### src/rtl/circuit_pkg.sv
// circuit_pkg: shared FSM states and vector geometry for the exhaustive circuit sweep
package circuit_pkg;
  typedef enum logic [1:0] {IDLE, RUN, DONE} state_e;
  localparam int NUM_VECTORS = 8;
  localparam int VEC_W = 3;
endpackage

### src/rtl/settle_timer.sv
// settle_timer: counts cycles a vector has been held and flags the sampling cycle
module settle_timer #(
  parameter int SETTLE = 2
) (
  input  logic clk,
  input  logic reset,
  input  logic clear,
  output logic last
);
  localparam int CW = (SETTLE < 2) ? 1 : $clog2(SETTLE + 1);
  localparam logic [CW-1:0] LAST = CW'(SETTLE - 1);
  logic [CW-1:0] cnt_q, cnt_d;
  assign last = cnt_q == LAST;
  // restart at zero when idle or on each sample, else keep counting
  always_comb cnt_d = (clear || last) ? '0 : cnt_q + CW'(1);
  // hold-time counter register
  always_ff @(posedge clk) cnt_q <= reset ? '0 : cnt_d;
endmodule

### src/rtl/circuit_sweep.sv
// circuit_sweep: drives all {a,b,c} vectors, captures f into a truth table and grades it
module circuit_sweep
  import circuit_pkg::*;
#(
  parameter int SETTLE = 2,
  parameter logic [7:0] EXPECTED = 8'h00
) (
  input  logic       clk,
  input  logic       reset,
  input  logic       start,
  input  logic       f,
  output logic       a,
  output logic       b,
  output logic       c,
  output logic       busy,
  output logic       done,
  output logic [7:0] truth,
  output logic [7:0] mismatch,
  output logic       pass
);
  localparam logic [VEC_W-1:0] LAST_IDX = VEC_W'(NUM_VECTORS - 1);
  if (SETTLE < 1) begin : g_bad_settle
    $error("circuit_sweep: SETTLE must be at least 1");
  end
  state_e state_q, state_d;
  logic [VEC_W-1:0] idx_q, idx_d;
  logic [NUM_VECTORS-1:0] truth_q, truth_d;
  logic pass_q, pass_d, busy_q, done_q, last;
  settle_timer #(.SETTLE(SETTLE)) u_timer (
    .clk  (clk),
    .reset(reset),
    .clear(state_q != RUN),
    .last (last)
  );
  // sweep sequencing: start from IDLE/DONE, capture each vector when its hold time ends
  always_comb begin
    state_d = state_q;
    idx_d   = idx_q;
    truth_d = truth_q;
    pass_d  = pass_q;
    case (state_q)
      RUN: begin
        if (last) begin
          truth_d[idx_q] = f;
          if (idx_q == LAST_IDX) begin
            state_d = DONE;
            pass_d  = truth_d == EXPECTED;
          end else begin
            idx_d = idx_q + VEC_W'(1);
          end
        end
      end
      default: begin
        if (start) begin
          state_d = RUN;
          idx_d   = '0;
          truth_d = '0;
          pass_d  = 1'b0;
        end
      end
    endcase
  end
  // state, vector index, captured table and status flags
  always_ff @(posedge clk) begin
    if (reset) begin
      state_q <= IDLE;
      idx_q   <= '0;
      truth_q <= '0;
      pass_q  <= 1'b0;
      busy_q  <= 1'b0;
      done_q  <= 1'b0;
    end else begin
      state_q <= state_d;
      idx_q   <= idx_d;
      truth_q <= truth_d;
      pass_q  <= pass_d;
      busy_q  <= state_d == RUN;
      done_q  <= state_d == DONE;
    end
  end
  assign {a, b, c} = idx_q;
  assign busy      = busy_q;
  assign done      = done_q;
  assign truth     = truth_q;
  assign mismatch  = truth_q ^ EXPECTED;
  assign pass      = pass_q;
endmodule

### config.mk
export PLATFORM = sky130hd
export DESIGN_NAME = circuit_sweep
export DESIGN_NICKNAME = d
export VERILOG_FILES = /design/src/rtl/circuit_pkg.sv /design/src/rtl/settle_timer.sv /design/src/rtl/circuit_sweep.sv
export SDC_FILE = /design/constraint.sdc
export NUM_CORES = 1
export LEC_CHECK = 0
export ABC_AREA = 1
export CAP_MARGIN = 25
export CELL_PAD_IN_SITES_DETAIL_PLACEMENT = 1
export CELL_PAD_IN_SITES_GLOBAL_PLACEMENT = 2
export CORE_ASPECT_RATIO = 0.8
export CORE_MARGIN = 4
export CORE_UTILIZATION = 27
export CTS_CLUSTER_SIZE = 24
export DETAILED_ROUTE_END_ITERATION = 10
export PLACE_DENSITY = 0.82
export SLEW_MARGIN = 20
export SYNTH_ARGS = -nofsm -noshare
export SYNTH_HDL_FRONTEND = slang
export SYNTH_SLANG_ARGS = --single-unit
### constraint.sdc
create_clock -name clk -period 2.05 [get_ports clk]
set_clock_uncertainty 0.2 [all_clocks]
set_input_delay 0.205 -clock clk [delete_from_list [all_inputs] [get_ports clk]]
set_output_delay 0.205 -clock clk [all_outputs]
set_load 0.01 [all_outputs]
# Word-level counts from Yosys, hierarchy flattened
# Cells that the tools add are included.
# classes
addsub,2
order_cmp,2
n_eq_ne,9
mux,18
reduce_logical,8
# ops
operator,n
2-to-1 mux 8 bit,3
2-to-1 mux 3 bit,4
bitwise mux 8 bit,1
zero test 8 bit,1
2-to-1 mux 2 bit,4
equality test 2 x 1 -> 1 bit (second input constant),3
AND reduction 3 bit,2
2-to-1 mux 1 bit,5
less-than comparator 3 x 4 -> 1 bit (second input constant),1
inequality test 2 x 1 -> 1 bit (second input constant),2
inequality test 2 bit (second input constant),2
adder 3 x 1 -> 3 bit (second input constant),1
demux 1 bit (select 3 bit),1
equality test 3 bit (second input constant),1
greater-or-equal comparator 3 x 1 -> 1 bit (second input constant),1
adder 2 x 1 -> 2 bit (second input constant),1
equality test 2 bit (second input constant),1
AND reduction 2 bit,1
nonzero test 2 bit,1
OR reduction 2 bit,1
logical AND 1 bit,1
logical OR 1 bit,1
# totals
ff_bits,18
in_bits,4
output_inout_bits,22
word_cells,46

# Logic depth before layout (Yosys ltp)
# depth
ltp_word,9
mapped_depth,11
ltp_nobuf,11

# Cells and area by module
# Synthesis repeated with hierarchy kept, for this count alone.
# unflattened
hier_cells,142
area_unflattened_um2,960.9
# by_module_without_submodules
module,n_inst,cells_per_inst,area_each_um2
circuit_sweep,1,133,885.8
settle_timer,1,9,75.1

# Worst setup path after synthesis
# Ideal clock, no wire load.
# synth_path
path_type,register to register
startpoint,reg idx_q[1]
endpoint,reg done_q (netlist: done)
setup_time_ns,0.056
t_arrival_ns,1.221
required_time_ns,1.794
path_slack_ns,0.573
path_stages_with_launch,11
path_buffers,0
cell_sequence,dfxtp_1 ha_1 ha_1 inv_1 nor2_2 inv_2 o21ai_2 inv_2 nor2_2 nand2_1 inv_1
# synth_via
elab_chain_len,5
# synth_rtl
element,line,text
start: declaration,circuit_sweep.sv:26,"logic [VEC_W-1:0] idx_q, idx_d;"
start signal: assignment,circuit_sweep.sv:74,idx_q <= idx_d;
equality test 3 bit,circuit_sweep.sv:45,if (idx_q == LAST_IDX) begin
2-to-1 mux 2 bit,circuit_sweep.sv:45,
2-to-1 mux 2 bit,circuit_sweep.sv:43,if (last) begin
2-to-1 mux 2 bit,circuit_sweep.sv:41,case (state_q)
equality test 2 bit,circuit_sweep.sv:78,done_q <= state_d == DONE;
end signal: assignment,circuit_sweep.sv:71,done_q <= 1'b0;
end signal: assignment,circuit_sweep.sv:78,
end: declaration,circuit_sweep.sv:28,"logic pass_q, pass_d, busy_q, done_q, last;"
# No other way between the ends.
# A chain may end at the register's enable or synchronous reset.

# Worst setup path in the final report
# layout_path
startpoint,reg idx_q[2]
endpoint,out a
# layout_rtl
element,line,text
end: declaration,circuit_sweep.sv:12,"output logic a,"
# No word-level cell between the ends.

==> metrics.yaml <==
setup_tns_ns: 0
cts_hold_buf: 0
rsz0062_at_grt: "false"
hold_path.class: "reg2reg"
yosysMostFrequentCell: "nand2_1"
wl_um: 2740
tritoncts_num_sinks: 18
syn_nets: 158
ctsResizeCount: 0
slew_violations: 0
worstMarginPinSlew_ns: 0.499
htreeDepth: 1
clock-root-buffer: "clkbuf_8"
status: "finished, final reports clean"
fin_cells: 213
grt_pass1_vias: 993
crit_chain: "clkdlybuf4s50_1"
start_util_pct: 28.9
num_rows: 19
ff2ff_path_depth: 9
place_congestion: 0.798
hold_violations: 0
final_antenna_net_count: 0
io-pin-count: 26
setup_ws_ns: 0.121
synthCells: 151
ys_seq_elements: 18
cts_tree: "built"
crit_path_start_kind: "flop"
ys_top_cells_by_area: "dfxtp_1, nand2_1, nand3_1"
num_vias: 970
grt.total_usage_pct: 11.9
first_iter_violations: 42
antenna_found_initial: 0
maxCapViolCount: 0
area_growth_pct: 28.7
crit_start: "idx_q[2]$_SDFFE_PP0P_"
cp_slowest_cell: "dfxtp_1"
clkTransAtPathRegs_ns: 0.07
p_leak_nw: 0.545
die_h_um: 62.9
slew_headroom_pct: 66.7
drt-vias-per-instance: 4.55
die_w_um: 76.7
ir_worst_vdd_uv: 247
synthTopCellsByCount: "nand2_1, dfxtp_1, inv_1, nand3_1"
synth_edf_count: 0
grt-ovfl-total: 0
coreArea_mm2: 0.00352
dieArea_mm2: 0.00482
cp_data_required_time_ns: 1.64
period_share_pct: 94.1
cts_buffer_depth: 2
synth.avg_cell_area_um2: 6.74
finish.net_count: 179
cts_buffers: 3
r2r-end: "done$_SDFF_PP0_"
drive_above_1_share_pct: 15.8
reg2reg_slack_ns: 0.31
first_pass_iters: 4
grt_max_degree: 13
worstSetupPathType: "reg2out"
route.detailed.drc: 0
crit_arrival_ns: 1.52
post-dp-hpwl_um: 2090
crit_cells: 1
wl_per_cell_um: 12.8
async_flop_share_pct: 0
synth_top_flop_cell: "dfxtp_1"
endpoint: "a"
yosys.area.top_type: "dfxtp_1"
cpLargestDelayFamily: "flip-flops"
postCtsSetupBuffers: 0
fin_crit_ns: 1.93
fin_total_pwr_mw: 0.724
antenna_cells: 0
synth_top_cell_area_share_pct: 35.4
p_per_area_mw_per_mm2: 552
portBuffers: 25
worstPathMaxFanout: 12
clkLatencyLatePin_ns: 0.26
place_ws_ns: 0.318
rr_startpoint: "idx_q[2]$_SDFFE_PP0P_"
yosysSeqAreaShare_pct: 35.4
grt_pass1_wl_um: 4600
dp_cells: 209
setup_viol: 0
yosysUniqueCellTypes: 21
critPathBufInv: 1
syn-cell-area_mm2: 0.00102
max_stage_delay_ns: 0.63
yosysWarnings: 0
cp-end-kind: "output port"
fmax_ghz: 0.518
-- cell families after synthesis --
group | count (synthesis) | synth area share, %
AND/OR/NAND/NOR | 77 | 33.5
buffers and inverters | 36 | 17.4
flip-flops | 18 | 35.4
AO/OA/AOI/OAI | 17 | 9.95
adder cells (fa/ha/maj) | 3 | 3.69
-- per-stage QoR --
stage                     util, %  hold slack [ns]  cell area (um2)
final                        37.3            0.219             1310
after global routing         37.3            0.244             1310
after CTS                    37.3            0.226             1310
after detailed placement     35.7            0.216             1260
after global placement       35.7            0.205             1260
after floorplan                 -           0.0741             1020
-- cells in the final DEF (no fill, tap or decap) --
cell and n:
dfxtp_1 18, o21ai_2 1, nand2_2 2, nand4_1 4
inv_1 15, a21oi_2 2, o21ai_0 1, a22oi_1 2
buf_4 3, clkbuf_8 4, clkdlybuf4s50_1 25, ha_1 3
nand3_2 1, a21oi_1 10, nand3_1 15, inv_2 9
nand2_1 40, nor2_2 5, nor2_1 10, o21ai_1 1
-- worst min-delay path by stage --
stage	slack (ns)	cells after the start	endpoint	startpoint
2_1_floorplan	0.07	1	mismatch[0]$_SDFFE_PP0P_	reset
3_3_place_gp	0.20	1	u_timer.cnt_q[0]$_SDFF_PP0_	u_timer.cnt_q[0]$_SDFF_PP0_
3_5_place_dp	0.22	1	u_timer.cnt_q[0]$_SDFF_PP0_	u_timer.cnt_q[0]$_SDFF_PP0_
4_1_cts	0.23	1	u_timer.cnt_q[0]$_SDFF_PP0_	u_timer.cnt_q[0]$_SDFF_PP0_
5_1_grt	0.24	1	u_timer.cnt_q[0]$_SDFF_PP0_	u_timer.cnt_q[0]$_SDFF_PP0_
6_report	0.22	1	u_timer.cnt_q[0]$_SDFF_PP0_	u_timer.cnt_q[0]$_SDFF_PP0_
-- metal layers --
metal  wire [um]  share of wire, %  vias to the layer above  track usage (%)
met3         117               4.3                        2             3.89
met1        1340                49                      442             14.4
met4          13              0.47                        0             4.52
met5           0                 0                        -                0
met2        1270                46                       22             19.3
li1            -                 -                      504                -
-- power breakdown --
part           leakage, nW  switching [mW]  total (mW)  internal (mW)
Clock               0.0288           0.126       0.297          0.171
Combinational        0.371          0.0422      0.0678         0.0256
Sequential           0.146         0.00329       0.359          0.355
Total                0.545           0.172       0.724          0.552
-- registers in the layout, summed over array words and instances (netlist names) --
register and cells:
busy 1, u_timer.cnt_q 2, mismatch 8, pass 1, idx_q 3, done 1
state_q 2
-- final cells by class --
cell class / instances / area (um2)
repair buffers: 28 / 273
inverters: 24 / 90.1
well taps: 42 / 52.6
multi-input cells: 97 / 480
flip-flops and latches: 18 / 360
clock buffers: 4 / 55.1
fillers: 459 / 2210
Power figures use the tool's default switching activity.
